**src/rtl/regfile_wb_arb_pkg.sv**
```systemverilog
// ----------------------------------------------------------------------------
// regfile_wb_arb_pkg
// Shared constants and types for the two-port register-file writeback
// arbiter: register address width, register count, default data width,
// the writeback request record and a one-hot address decode helper.
// ----------------------------------------------------------------------------
package regfile_wb_arb_pkg;

    localparam int REG_ADDR_W = 5;
    localparam int NUM_REGS   = 32;
    localparam int XLEN_DEF   = 32;

    // Writeback request as seen at the default data width.
    typedef struct packed {
        logic [REG_ADDR_W-1:0] addr;
        logic [XLEN_DEF-1:0]   data;
    } wb_req_t;

    function automatic logic [NUM_REGS-1:0] addr_onehot(input logic [REG_ADDR_W-1:0] a);
        logic [NUM_REGS-1:0] v;
        v = '0;
        v[a] = 1'b1;
        return v;
    endfunction

endpackage

```
**src/rtl/regfile_wb_arb_hold_slot.sv**
```systemverilog
// ----------------------------------------------------------------------------
// wb_hold_slot
// One-entry holding register for a writeback port. Accepts a request when
// valid && ready, drops requests that target register 0, and releases the
// entry when the arbiter grants it. A grant and a new accept on the same
// edge refill the slot directly, so each port can sustain one write/cycle.
//
// Ports:
//   clk, rst_n        clock, synchronous active-low reset
//   i_valid/i_addr/i_data   incoming request
//   i_grant           arbiter grant for the held entry
//   o_ready           slot can accept this cycle (independent of i_valid)
//   o_hold_v/o_hold_addr/o_hold_data   held entry
// ----------------------------------------------------------------------------
module wb_hold_slot
    import regfile_wb_arb_pkg::*;
#(
    parameter int XLEN = XLEN_DEF
) (
    input  logic                  clk,
    input  logic                  rst_n,
    input  logic                  i_valid,
    input  logic [REG_ADDR_W-1:0] i_addr,
    input  logic [XLEN-1:0]       i_data,
    input  logic                  i_grant,
    output logic                  o_ready,
    output logic                  o_hold_v,
    output logic [REG_ADDR_W-1:0] o_hold_addr,
    output logic [XLEN-1:0]       o_hold_data
);

    logic                  r_v;
    logic [REG_ADDR_W-1:0] r_addr;
    logic [XLEN-1:0]       r_data;
    logic                  w_accept;
    logic                  w_load;

    // Held contents are discarded during reset, so the port reads as ready.
    assign o_ready  = !rst_n || !r_v || i_grant;
    assign w_accept = i_valid && o_ready;
    // x0 writes are consumed here and never occupy the slot.
    assign w_load   = w_accept && (i_addr != '0);

    always_ff @(posedge clk) begin
        if (!rst_n) begin
            r_v    <= 1'b0;
            r_addr <= '0;
            r_data <= '0;
        end else if (w_load) begin
            r_v    <= 1'b1;
            r_addr <= i_addr;
            r_data <= i_data;
        end else if (i_grant) begin
            r_v    <= 1'b0;
        end
    end

    assign o_hold_v    = r_v;
    assign o_hold_addr = r_addr;
    assign o_hold_data = r_data;

endmodule

```
**src/rtl/regfile_wb_arb.sv**
```systemverilog
// ----------------------------------------------------------------------------
// regfile_wb_arb
// Two-port writeback arbiter in front of a single-write-port register file.
// Port 0 (pipeline writeback) normally has priority; port 1 (multicycle /
// load writeback) wins once it has waited STARVE_MAX cycles. Also exports a
// per-register busy vector covering every accepted, not yet written value.
//
// Ports:
//   clk, rst_n                     clock, synchronous active-low reset
//   p0_valid/p0_ready/p0_addr/p0_data   port 0 request handshake
//   p1_valid/p1_ready/p1_addr/p1_data   port 1 request handshake
//   we3, a3, wd3                   register file write port
//   busy                           bit r set while a write to r is held
//   starve_flip                    port 1 granted over a pending port 0
// ----------------------------------------------------------------------------
module regfile_wb_arb
    import regfile_wb_arb_pkg::*;
#(
    parameter int STARVE_MAX = 4,
    parameter int XLEN       = XLEN_DEF
) (
    input  logic                  clk,
    input  logic                  rst_n,
    input  logic                  p0_valid,
    output logic                  p0_ready,
    input  logic [REG_ADDR_W-1:0] p0_addr,
    input  logic [XLEN-1:0]       p0_data,
    input  logic                  p1_valid,
    output logic                  p1_ready,
    input  logic [REG_ADDR_W-1:0] p1_addr,
    input  logic [XLEN-1:0]       p1_data,
    output logic                  we3,
    output logic [REG_ADDR_W-1:0] a3,
    output logic [XLEN-1:0]       wd3,
    output logic [NUM_REGS-1:0]   busy,
    output logic                  starve_flip
);

    localparam logic [3:0] STARVE_MAX_C = 4'(STARVE_MAX);

    logic                  w_h0_v;
    logic [REG_ADDR_W-1:0] w_h0_addr;
    logic [XLEN-1:0]       w_h0_data;
    logic                  w_h1_v;
    logic [REG_ADDR_W-1:0] w_h1_addr;
    logic [XLEN-1:0]       w_h1_data;
    logic                  w_grant0;
    logic                  w_grant1;
    logic [3:0]            r_starve_q;

    wb_hold_slot #(.XLEN(XLEN)) u_slot0 (
        .clk         (clk),
        .rst_n       (rst_n),
        .i_valid     (p0_valid),
        .i_addr      (p0_addr),
        .i_data      (p0_data),
        .i_grant     (w_grant0),
        .o_ready     (p0_ready),
        .o_hold_v    (w_h0_v),
        .o_hold_addr (w_h0_addr),
        .o_hold_data (w_h0_data)
    );

    wb_hold_slot #(.XLEN(XLEN)) u_slot1 (
        .clk         (clk),
        .rst_n       (rst_n),
        .i_valid     (p1_valid),
        .i_addr      (p1_addr),
        .i_data      (p1_data),
        .i_grant     (w_grant1),
        .o_ready     (p1_ready),
        .o_hold_v    (w_h1_v),
        .o_hold_addr (w_h1_addr),
        .o_hold_data (w_h1_data)
    );

    // Grants are qualified with rst_n so a write held when reset arrives
    // never reaches the register file on the reset edge.
    assign w_grant0 = rst_n && w_h0_v && (!w_h1_v || (r_starve_q < STARVE_MAX_C));
    assign w_grant1 = rst_n && w_h1_v && !w_grant0;

    always_ff @(posedge clk) begin
        if (!rst_n) begin
            r_starve_q <= '0;
        end else if (!w_h1_v || w_grant1) begin
            r_starve_q <= '0;
        end else if (r_starve_q < STARVE_MAX_C) begin
            r_starve_q <= r_starve_q + 4'd1;
        end
    end

    always_comb begin
        we3 = 1'b0;
        a3  = '0;
        wd3 = '0;
        if (w_grant0) begin
            we3 = 1'b1;
            a3  = w_h0_addr;
            wd3 = w_h0_data;
        end else if (w_grant1) begin
            we3 = 1'b1;
            a3  = w_h1_addr;
            wd3 = w_h1_data;
        end
    end

    assign starve_flip = w_grant1 && w_h0_v;

    always_comb begin
        busy = '0;
        if (rst_n) begin
            if (w_h0_v) busy = busy | addr_onehot(w_h0_addr);
            if (w_h1_v) busy = busy | addr_onehot(w_h1_addr);
        end
        busy[0] = 1'b0;
    end

endmodule

```
**config.mk**
```make
export PLATFORM = sky130hd
export DESIGN_NAME = regfile_wb_arb
export DESIGN_NICKNAME = d
export VERILOG_FILES = /design/src/rtl/regfile_wb_arb_pkg.sv /design/src/rtl/regfile_wb_arb_hold_slot.sv /design/src/rtl/regfile_wb_arb.sv
export SDC_FILE = /design/constraint.sdc
export NUM_CORES = 1
export LEC_CHECK = 0
export ABC_AREA = 1
export CORE_ASPECT_RATIO = 1.5
export CORE_MARGIN = 1.5
export CORE_UTILIZATION = 49
export CTS_CLUSTER_DIAMETER = 40
export DETAILED_ROUTE_END_ITERATION = 16
export GPL_TIMING_DRIVEN = 1
export PLACE_DENSITY = 0.95
export RECOVER_POWER = 50
export SLEW_MARGIN = 25
export SYNTH_ARGS = -nofsm -noshare
export SYNTH_HDL_FRONTEND = slang
export SYNTH_SLANG_ARGS = --single-unit
export TNS_END_PERCENT = 5
```
**constraint.sdc**
```tcl
create_clock -name clk -period 3.8 [get_ports clk]
set_input_delay 0.76 -clock clk [delete_from_list [all_inputs] [get_ports clk]]
set_output_delay 0.76 -clock clk [all_outputs]
set_load 0.01 [all_outputs]
```
# Word level (Yosys, flattened, before mapping)
# Cells that the tools add are included.
dict set report totals {
  wordCells 59
  out_inout_bits 73
  register_bits 80
}
dict set report op_classes {
  n_lt_le_gt_ge 5
  n_reduce_logical 26
  n_mux 18
  bitwise_logic 2
  addsub 1
}
# op count
set op_table {}
lappend op_table {{32-bit 2-to-1 mux} 6}
lappend op_table {{32-bit OR} 1}
lappend op_table {{5-bit by 6-bit < comparator with 1-bit output, second input constant} 2}
lappend op_table {{1-bit logical AND} 11}
lappend op_table {{1-bit demux with 5-bit select} 2}
lappend op_table {{5-bit by 1-bit >= comparator with 1-bit output, second input constant} 2}
lappend op_table {{5-bit 2-to-1 mux} 2}
lappend op_table {{5-bit nonzero test} 2}
lappend op_table {{1-bit 2-to-1 mux} 8}
lappend op_table {{1-bit logical OR} 6}
lappend op_table {{4-bit by 1-bit adder with 4-bit output, second input constant} 1}
lappend op_table {{1-bit logical NOT} 4}
lappend op_table {{4-bit by 3-bit < comparator with 1-bit output, second input constant} 1}
lappend op_table {{2-bit nonzero test} 2}
lappend op_table {{2-bit OR reduction} 1}
lappend op_table {{1-bit NOT} 1}

# Longest topological paths before layout
dict set report logic_depth {
  word_depth 9
  mapped_depth 9
}

# Hierarchy
# Synthesis repeated with hierarchy kept, for this count alone.
dict set report unflattened {
  cells_unflattened 661
  hier_area_um2 4524.3
}
# mod n_inst area_each_um2 seq_area_each_um2 cells_each
set modules_own_cells {}
lappend modules_own_cells {wb_hold_slot 2 1554.0 760.7 176}
lappend modules_own_cells {regfile_wb_arb 1 1416.4 80.1 309}

# Worst setup path after synthesis
# OpenSTA, ideal clock, no wires.
dict set report synth_timing {
  kind {input-to-output}
  start {in rst_n}
  end {out wd3[11]}
  t_arrival_ns 1.548
  path_stages 5
  setup_slack_ns 1.492
  path_buffers 3
  cell_sequence {buf_6 > nand3_1 > buf_4 > buf_4 > o22ai_1}
}
dict set report synth_between {
  elab_chain_len 6
  word_cells_on_any_way 7
  classes_between {mux: 2; reduce/logical: 5}
}
# element line_no
set synth_rtl {}
lappend synth_rtl {{start, declared} regfile_wb_arb.sv:23} ;# input logic rst_n,
lappend synth_rtl {{1-bit logical AND (2 in series)} regfile_wb_arb.sv:79} ;# assign w_grant0 = rst_n && w_h0_v && (!w_h1_v || (r_starve_q < STARVE_MAX_C));
lappend synth_rtl {{1-bit logical NOT} regfile_wb_arb.sv:80} ;# assign w_grant1 = rst_n && w_h1_v && !w_grant0;
lappend synth_rtl {{1-bit logical AND} regfile_wb_arb.sv:80}
lappend synth_rtl {{32-bit 2-to-1 mux} regfile_wb_arb.sv:100} ;# end else if (w_grant1) begin
lappend synth_rtl {{32-bit 2-to-1 mux (*)} regfile_wb_arb.sv:96} ;# if (w_grant0) begin
lappend synth_rtl {{end, declared} regfile_wb_arb.sv:34} ;# output logic [XLEN-1:0] wd3,
# Mark *: on every way between the ends. The rest lies on a longest branch, timed or not.

# Worst setup path after layout
# Ends and elaborated chain as after synthesis.

==> impl_results.md <==
- Post-synthesis sequential area ratio: 37.6%
- Die H: 117 um
- CTS tree: done
- Register area: 1600 um^2
- CP peak stage delay: 0.51 ns
- NumNets Final: 890
- Cts hold-fix bufs: 0
- Max-Cap Viols: 0
- LEAKAGE: 2.71 nW
- H-tree depth: 3
- WS Path Type: input pin to primary output
- Critical path cell sequence: clkbuf_1 > nand2_4 > clkinvlp_2 > nand2_2 > buf_4 > o22ai_1 > clkdlybuf4s50_1
- P&R area growth vs syn: 39.0%
- Clock sink count: 80
- Setup Fix Bufs, Post-CTS: 0
- Status: complete, no violations
- Worst setup SP type: input pin
- Global-route wire length before repair: 18900 um
- Clock power frac: 37.1%
- Post-synth EDFFs: 0
- Post-synthesis cell area: 4260 um^2
- Clock skew: 0.00446 ns
- Leading cell type in the layout, fill and taps excluded: nor2_1
- Largest net degree at the start of global routing: 74
- Hold Path Depth: 1
- Final hold vios: 0
- Yosys Warn Count: 0
- Count of pins over their slew limit: 0
- Leading area contributor after synthesis: dfxtp_1
- Worst-path clk slew: 0.05 ns
- RSZ-0062 raised after global routing: no
- Final ANT Viol Nets: 0
- Ys async rst share: 0%
- Setup TNS Final: 0 ns
- Worst EP arrival: 2.44 ns
- Worst setup margin: 0.603 ns
- 1st-iter DRT viols: 261
- Synth top area cells: dfxtp_1, nor2_1, nand2_1, inv_1, o22ai_1
- Power Density: 352 nW/um^2
- Most frequent cells in the layout: nor2_1, nand2_1, clkdlybuf4s50_1
- Synth Area per Inst: 6.25 um^2
- Residual DRC: 0
- VDD IR-drop max: 311 uV
- I/O Pins: 151
- DR vias: 4589
- Multi-input logic area: 2050 um^2
- Path depth of the worst reg2reg path: 6
- Finished Cell Area: 5920 um^2
- Worst Min Path Start: r_starve_q[0]
- Worst rel slew slack: 8.99%
- Sw Share: 25.9%
- Power, Total: 2.08 mW
- Combinational share of power: 18.5%
- Post_cts resized: 0
- Synth Flop Type: dfxtp_1
- # diodes: 0
- Area of the core: 8410 um^2
- Slowest stage cell, crit path: clkdlybuf4s50_1
- Period utilisation layout: 84.1%
- Vias in the first global route: 4249
- Row cnt: 41
- Clock Tree Buf Depth: 2
- Reg-to-reg endpoint: u_slot1.o_hold_data[20]
- Via density: 4.99
- Final setup violation count: 0
- Reg2Reg Launch Point: u_slot1.o_hold_v
- Yosys top cell area share: 37.6%
- CTS root buf: clkbuf_16
- FMAX: 0.313 GHz
- Wire length per cell: 12.6 um
- Share of post-route cells with drive strength above 1: 3.44%
- Int Power: 1.54 mW
- Latest clock arrival within the worst-skew pair: 0.33 ns
- Crit end category: primary output
- Initial core utilization: 50.6%
- Die Wd: 79.1 um
- CP Max Fanout: 32
- CP required: 3.04 ns
- Die area: 9270 um^2
- Port Buffers: 149
- Hold WC Path Type: register to register
- Fillers: 688
- CTS buffer count: 9
- Fin crit period: 3.20 ns
- Switching pwr: 0.541 mW
- Cells after synthesis: 681
- Yosys reg bits: 80
- Antenna violations before repair: 0
- GRT Overall Usage: 25.8%
- Hold endpoint: r_starve_q[0]
- Place WS: 0.803 ns
- Placed inst area: 5690 um^2
- Yosys cell types: 24
- Routability cong.: 0.965
- Pre-antenna DRT Iters: 5
- Total gr overflow: 0
- Seq pwr share: 44.4%
- Post-DP HPWL: 8300 um
- Reg2reg setup slack: 1.19 ns
- Tightest Pin Transition: 1.36 ns
- WL final: 11600 um
-- per-stage QoR --
step	utilization [%]	std cells	hold WS, ns
finish	70.3	920	0.429
global route	70.3	920	0.448
CTS	70.7	920	0.432
detailed placement	67.6	907	0.424
global placement	67.6	907	0.415
floorplan	-	682	0.399
-- power by group through the flow --
| stage | Sequential (mW) | Clock (mW) | Combinational [mW] |
|---|---|---|---|
| 2_1_floorplan | 0.936 | 0 | 0.236 |
| 3_5_place_dp | 0.943 | 0 | 0.381 |
| 3_3_place_gp | 0.941 | 0 | 0.376 |
| 4_1_cts | 0.926 | 0.784 | 0.385 |
| 6_report | 0.926 | 0.773 | 0.385 |
| 5_1_grt | 0.931 | 0.827 | 0.434 |
-- worst max-delay path by stage --
stage / start / to / slack, ns / cells past startpoint
after floorplan: rst_n / wd3[11] / 1.49 / 5
after global placement: rst_n / wd3[11] / 0.82 / 7
after detailed placement: rst_n / wd3[11] / 0.80 / 7
after CTS: rst_n / wd3[11] / 0.80 / 7
after global routing: rst_n / u_slot1.o_hold_data[31] / 0.46 / 7
final: rst_n / wd3[11] / 0.60 / 7
-- logic make-up (layout without fill, tap and decap cells) --
kind of cell | count (synthesis) | in the layout | synth area share, %
other cells | 1 | 2 | 0.0881
simple gates | 399 | 399 | 38.3
buf+inv | 130 | 261 | 13.8
flops | 80 | 80 | 37.6
fa+ha+maj | 1 | 1 | 0.294
compound gates | 70 | 70 | 9.91
-- layer usage --
metal  global-route usage [%]  vias to the layer above  part of all wire [%]
li1                         -                     2338                     -
met1                     27.4                     2009                    38
met2                     46.9                      190                    51
met3                     5.58                       52                   6.1
met4                     14.9                        0                   5.4
met5                        0                        -                     0
-- worst max-delay path: cells and delay by family --
family	cells	cell delay, ns
buf+inv	4	1.21
compound gates	1	0.16
simple gates	2	0.30
-- state kept, by name, summed over array words and instances, names as in the netlist --
register,flops
u_slot0.o_hold_addr,5
r_starve_q,4
u_slot1.o_hold_data,32
u_slot1.o_hold_v,1
u_slot1.o_hold_addr,5
u_slot0.o_hold_v,1
u_slot0.o_hold_data,32
-- Yosys cell counts, types with 3 or more instances --
cell / instances
buf_1: 4
nor2_1: 189
nor3_1: 8
a22oi_1: 9
nand4_1: 3
nor3_2: 4
inv_1: 94
buf_6: 8
nand3_4: 4
a21oi_1: 23
nand3_1: 17
clkbuf_1: 7
dfxtp_1: 80
o22ai_1: 37
buf_2: 9
nand2_1: 171
buf_4: 7
-- area by class of cell --
class	count	share of cell area, %
clock buffer	12	4.33
tap	107	2.26
clock inverter	1	0.0846
multi-input combinational	472	34.6
sequential	80	27.1
timing repair buffer	153	25.6
inverter	95	6.05
(Power assumes the default switching activity.)
